$ cat config.mk
export PLATFORM = sky130hd
export DESIGN_NAME = rc4_prga_decrypt
export DESIGN_NICKNAME = d
export VERILOG_FILES = /design/src/rtl/rc4_prga_decrypt.sv
export SDC_FILE = /design/constraint.sdc
export NUM_CORES = 1
export LEC_CHECK = 0
export BUFFER_PORTS_ARGS = -buffer_cell sky130_fd_sc_hd__buf_2
export CORE_ASPECT_RATIO = 1.2
export CORE_MARGIN = 5
export CORE_UTILIZATION = 62
export CTS_BUF_LIST = sky130_fd_sc_hd__clkbuf_16
export DETAILED_ROUTE_END_ITERATION = 8
export MAX_ROUTING_LAYER = met4
export PLACE_DENSITY = 0.9
export SETUP_SLACK_MARGIN = 0.05
export SYNTH_ARGS = -nofsm -noshare
export SYNTH_HDL_FRONTEND = slang
export SYNTH_SLANG_ARGS = --single-unit
export TNS_END_PERCENT = 5
$ cat constraint.sdc
create_clock -name clk -period 6.3 [get_ports clk]
set_clock_uncertainty 0.15 [all_clocks]
set_input_delay 1.26 -clock clk [delete_from_list [all_inputs] [get_ports clk]]
set_output_delay 1.26 -clock clk [all_outputs]
set_load 0.1 [all_outputs]
$ cat src/rtl/rc4_prga_decrypt.sv
// RC4 PRGA keystream and decrypt engine: walks the encrypted ROM, XORs each byte with the
// keystream drawn from the S RAM and writes the plaintext. Optional macro: RC4_CHAR_CHECK_EN.
module rc4_prga_decrypt #(
    parameter int MSG_LEN = 32,
    parameter int RD_LAT  = 2,
    parameter int AW      = (MSG_LEN > 1) ? $clog2(MSG_LEN) : 1
) (
    input  logic          clk,
    input  logic          reset,
    input  logic          start,
    output logic          busy,
    output logic          done,
    output logic          key_found,
    output logic [7:0]    s_addr,
    output logic [7:0]    s_wdata,
    input  logic [7:0]    s_rdata,
    output logic          s_wren,
    output logic [AW-1:0] e_addr,
    input  logic [7:0]    e_rdata,
    output logic [AW-1:0] d_addr,
    output logic [7:0]    d_wdata,
    output logic          d_wren
);

    localparam int            WW        = (RD_LAT > 1) ? $clog2(RD_LAT) : 1;
    localparam logic [WW-1:0] LAST_WAIT = WW'(RD_LAT - 1);
    localparam logic [AW-1:0] LAST_K    = AW'(MSG_LEN - 1);

    typedef enum logic [3:0] {
        S_IDLE,
        S_RD_I,
        S_WAIT_I,
        S_RD_J,
        S_WAIT_J,
        S_WR_I,
        S_WR_J,
        S_RD_F,
        S_WAIT_F,
        S_WR_D,
        S_CHECK,
        S_DONE
    } state_t;

    state_t        state_q;
    logic [7:0]    i_q, j_q, si_q, sj_q;
    logic [AW-1:0] k_q;
    logic [WW-1:0] wait_q;
    logic          busy_q, done_q, key_found_q;
    logic [7:0]    s_addr_q, s_wdata_q, d_wdata_q;
    logic [AW-1:0] e_addr_q, d_addr_q;

    logic [7:0]    i_d, j_d, f_addr_d;
    logic          wait_last;
    logic          byte_ok;

    assign i_d       = i_q + 8'd1;
    assign j_d       = j_q + si_q;
    assign f_addr_d  = si_q + sj_q;
    assign wait_last = (wait_q == LAST_WAIT);

`ifdef RC4_CHAR_CHECK_EN
    assign byte_ok = ((d_wdata_q >= 8'h61) && (d_wdata_q <= 8'h7A)) || (d_wdata_q == 8'h20);
`else
    assign byte_ok = 1'b1;
`endif

    // NOTE: write enables decode the state directly so they line up with the address registered on entry.
    assign s_wren = (state_q == S_WR_I) || (state_q == S_WR_J);
    assign d_wren = (state_q == S_WR_D);

    assign busy      = busy_q;
    assign done      = done_q;
    assign key_found = key_found_q;
    assign s_addr    = s_addr_q;
    assign s_wdata   = s_wdata_q;
    assign e_addr    = e_addr_q;
    assign d_addr    = d_addr_q;
    assign d_wdata   = d_wdata_q;

    always_ff @(posedge clk or posedge reset) begin
        if (reset) begin
            state_q     <= S_IDLE;
            i_q         <= '0;
            j_q         <= '0;
            si_q        <= '0;
            sj_q        <= '0;
            k_q         <= '0;
            wait_q      <= '0;
            busy_q      <= 1'b0;
            done_q      <= 1'b0;
            key_found_q <= 1'b0;
            s_addr_q    <= '0;
            s_wdata_q   <= '0;
            e_addr_q    <= '0;
            d_addr_q    <= '0;
            d_wdata_q   <= '0;
        end else begin
            case (state_q)
                S_IDLE: begin
                    if (start) begin
                        i_q         <= '0;
                        j_q         <= '0;
                        k_q         <= '0;
                        key_found_q <= 1'b0;
                        busy_q      <= 1'b1;
                        state_q     <= S_RD_I;
                    end
                end
                S_RD_I: begin
                    i_q      <= i_d;
                    s_addr_q <= i_d;
                    wait_q   <= '0;
                    state_q  <= S_WAIT_I;
                end
                S_WAIT_I: begin
                    if (wait_last) begin
                        si_q    <= s_rdata;
                        state_q <= S_RD_J;
                    end else begin
                        wait_q <= wait_q + WW'(1);
                    end
                end
                S_RD_J: begin
                    j_q      <= j_d;
                    s_addr_q <= j_d;
                    wait_q   <= '0;
                    state_q  <= S_WAIT_J;
                end
                S_WAIT_J: begin
                    // Stage the S[i] <- sj write so it is on the bus during WR_I.
                    if (wait_last) begin
                        sj_q      <= s_rdata;
                        s_addr_q  <= i_q;
                        s_wdata_q <= s_rdata;
                        state_q   <= S_WR_I;
                    end else begin
                        wait_q <= wait_q + WW'(1);
                    end
                end
                S_WR_I: begin
                    s_addr_q  <= j_q;
                    s_wdata_q <= si_q;
                    state_q   <= S_WR_J;
                end
                S_WR_J: begin
                    state_q <= S_RD_F;
                end
                S_RD_F: begin
                    s_addr_q <= f_addr_d;
                    e_addr_q <= k_q;
                    wait_q   <= '0;
                    state_q  <= S_WAIT_F;
                end
                S_WAIT_F: begin
                    if (wait_last) begin
                        d_addr_q  <= k_q;
                        d_wdata_q <= s_rdata ^ e_rdata;
                        state_q   <= S_WR_D;
                    end else begin
                        wait_q <= wait_q + WW'(1);
                    end
                end
                S_WR_D: begin
                    state_q <= S_CHECK;
                end
                S_CHECK: begin
                    if (!byte_ok) begin
                        key_found_q <= 1'b0;
                        busy_q      <= 1'b0;
                        done_q      <= 1'b1;
                        state_q     <= S_DONE;
                    end else if (k_q == LAST_K) begin
                        key_found_q <= 1'b1;
                        busy_q      <= 1'b0;
                        done_q      <= 1'b1;
                        state_q     <= S_DONE;
                    end else begin
                        k_q     <= k_q + AW'(1);
                        state_q <= S_RD_I;
                    end
                end
                S_DONE: begin
                    done_q  <= 1'b0;
                    state_q <= S_IDLE;
                end
                default: begin
                    state_q <= S_IDLE;
                end
            endcase
        end
    end

endmodule

==> metrics.md <==
| Metric | Value |
|---|---|
| Final setup viols | 0 |
| Clock Path Buffers | 2 |
| F_max | 0.291 GHz |
| Setup TNS | 0 ns |
| Post-synthesis cell count | 428 |
| Wirelength per Cell | 18.0 um |
| FF+latch count, synth | 79 |
| Synth Warn # | 0 |
| Die area | 8710 um2 |
| Layout cells sized above 1 | 22.7% |
| Hpwl dp | 7230 um |
| Hold Startpoint | s_wdata[3] |
| Global-route wire length before repair | 17100 um |
| Outcome | complete, no violations |
| GRT Overall Usage | 25.9% |
| Cell Chain, Critical Path | nor2_1 -> and3_1 -> buf_2 |
| Min-delay worst type | reg2reg |
| Worst EP required | 4.89 ns |
| Syn Area/Cell | 10.1 um2 |
| Top Family by Delay on Critical Path | flip-flops |
| GRT overflow | 0 |
| Slew Viols, Final | 0 |
| Clock latency on the worst-skew pair | 0.34 ns |
| Max-cap violations | 0 |
| Floorplan core area | 6810 um2 |
| Crit Path Max Fanout | 22 |
| CTS tree | yes |
| R2r setup slk | 3.62 ns |
| Final hold vios | 0 |
| WP data arrival | 2.02 ns |
| Postcts setup bufs | 0 |
| Unrepaired setup endpoints after global routing | false |
| Maximum number of pins on one net before global-route repair | 80 |
| Post-synth cell types | 56 |
| Smallest hold slack | 0.325 ns |
| Final ANT Viol Nets | 0 |
| DRC errors left | 0 |
| Slowest CP cell | dfrtp_1 |
| WHS Path Cells | 2 |
| I/O Buffers | 57 |
| Routability Congestion | 0.952 |
| Initial Utilization | 63.2% |
| Final net count | 517 |
| Clock slew at reported path FFs | 0.06 ns |
| Post-layout min period | 3.43 ns |
| Area Growth Syn to Fin | 13.6% |
| DIE HEIGHT | 101 um |
| Reg2Reg Depth | 3 |
| Diode count | 0 |
| Tightest Pin Transition | 0.969 ns |
| Worst r2r dst | d_addr[4] |
| Number of synthesized flops with an enable pin | 0 |
| Slew margin rel. | 34.9% |
| Final WL | 10300 um |
| Worst hold endpoint | s_wdata[3] |
| Async SR Flop Fraction | 100% |
| Startpoint Class | flip-flop |
| Fillers | 480 |
| Final period util | 54.5% |
| Number of global-route vias before repair | 3495 |
| Worst path depth | 3 |
| Worst R2R Start | state_q[3] |
| Via/cell ratio | 6.04 |
| Finished Cell Area | 4890 um2 |
| Syn Std Cell Area | 4300 um2 |
| Area post-placement | 4590 um2 |
| Clock sink count | 79 |
| I/O pin count | 58 |
| Net Count, Synth | 466 |
| Most used DFF post-synth | dfrtp_1 |
| Post-CTS Resized | 0 |
| Initial antenna violation count | 0 |
| Vias | 3450 |
| 1st-pass router iterations | 4 |
| Htree depth | 3 |
| CP Class | reg2out |
| CP bufs+invs | 1 |
| Hold_buf cts | 0 |
| Total CTS buffers | 9 |
| 1st-iter DRT viols | 231 |
| Max incr delay on CP | 0.66 ns |
| Seq/Total Area, Yosys | 45.9% |
| Die width | 86.1 um |
| CTS root buf | clkbuf_16 |
| Row count | 33 |
| Worst Setup End Kind | primary output |
## flip-flops by register name, summed over array words and instances, names as in the netlist, 4 cells and up
signal   cells
d_addr       5
i_q          8
d_wdata      8
state_q      4
sj_q         8
s_addr       8
k_q          5
si_q         8
s_wdata      8
e_addr       5
j_q          8
## logic make-up (layout without fill, tap and decap cells)
group | Yosys count | after routing | share of synthesized area (%)
and+or+nand+nor | 137 | 137 | 15.6
AOI/OAI and AO/OA | 115 | 115 | 17.1
DFF | 79 | 79 | 45.9
xor gates and xnor gates | 29 | 29 | 5.90
muxes | 25 | 25 | 6.46
buffers and inverters | 24 | 80 | 3.14
adders and majority gates | 19 | 19 | 5.87
## Yosys cell counts, drive strengths merged (2+ instances only)
| cell type | count | area, um2 |
|---|---|---|
| nor2 | 23 | 101 |
| nand3 | 6 | 42.5 |
| a31oi | 6 | 37.5 |
| nor3 | 6 | 35.0 |
| nand3b | 2 | 15.0 |
| o21bai | 4 | 30.0 |
| a21oi | 24 | 124 |
| clkbuf | 2 | 7.51 |
| a22o | 6 | 52.6 |
| o31ai | 2 | 15.0 |
| buf | 16 | 105 |
| mux2i | 3 | 30.0 |
| nand2 | 75 | 282 |
| a221oi | 5 | 50.0 |
| o22ai | 11 | 68.8 |
| xor2 | 6 | 52.6 |
| o21ai | 33 | 165 |
| nor3b | 2 | 20.0 |
| a211oi | 2 | 15.0 |
| mux2 | 22 | 248 |
| xnor2 | 23 | 201 |
| or2 | 2 | 12.5 |
| nand2b | 6 | 45.0 |
| a21o | 7 | 52.6 |
| ha | 17 | 213 |
| inv | 6 | 22.5 |
| nor2b | 4 | 32.5 |
| dfrtp | 79 | 1980 |
| fa | 2 | 40.0 |
| and3 | 6 | 37.5 |
| a22oi | 9 | 67.6 |
## per-stage QoR
stage	cells	utilization, %	worst slack, ns
6_report	571	71.8	2.87
5_1_grt	571	71.8	2.80
4_1_cts	571	71.8	2.92
3_5_place_dp	555	67.4	3.28
3_3_place_gp	555	67.4	3.36
2_1_floorplan	428	-	1.81
## worst register-to-register path: cells and delay by family, from the launching register on
kind	cells	cell delay (ns)
flops	1	0.91
mux	1	0.52
simple gates	2	0.98
## per-layer routing
metal  share of wire (%)  up-vias  track usage (%)
li1                    -     1630                -
met1                  39     1640             31.0
met2                  52      157             42.9
met3                 6.3       23             4.80
met4                 2.8        0             10.7
met5                   0        -                -
## cell type report
cell class	count	area [um2]	share of cell area, %
clock buffers	9	225	4.61
multi-input cells	325	2190	44.8
inverters	6	22.5	0.461
flip-flops and latches	79	1980	40.4
clock inverters	7	71.3	1.46
well taps	87	109	2.23
repair buffers	58	293	5.99
## worst max path at each step
stage | from | end | slack (ns)
2_1_floorplan | state_q[3] | s_wren | 1.81
3_3_place_gp | state_q[0] | s_wren | 3.36
3_5_place_dp | state_q[2] | d_wren | 3.28
4_1_cts | state_q[2] | d_wren | 2.92
5_1_grt | state_q[2] | d_wren | 2.80
6_report | state_q[2] | d_wren | 2.87
## placed cells by master (no fill, tap or decap), types with 7 or more instances in the layout
master	count
clkbuf_16	9
nand2_1	75
a21o_1	7
mux2_2	22
o21ai_0	30
o22ai_1	11
ha_1	17
xnor2_1	23
a22oi_1	9
buf_2	57
nor2_1	19
a21oi_1	23
dfrtp_1	79
Power is left out: the tool's default activity adds up to more than one toggle a clock period on the data nets, which glitch-free logic cannot reach.
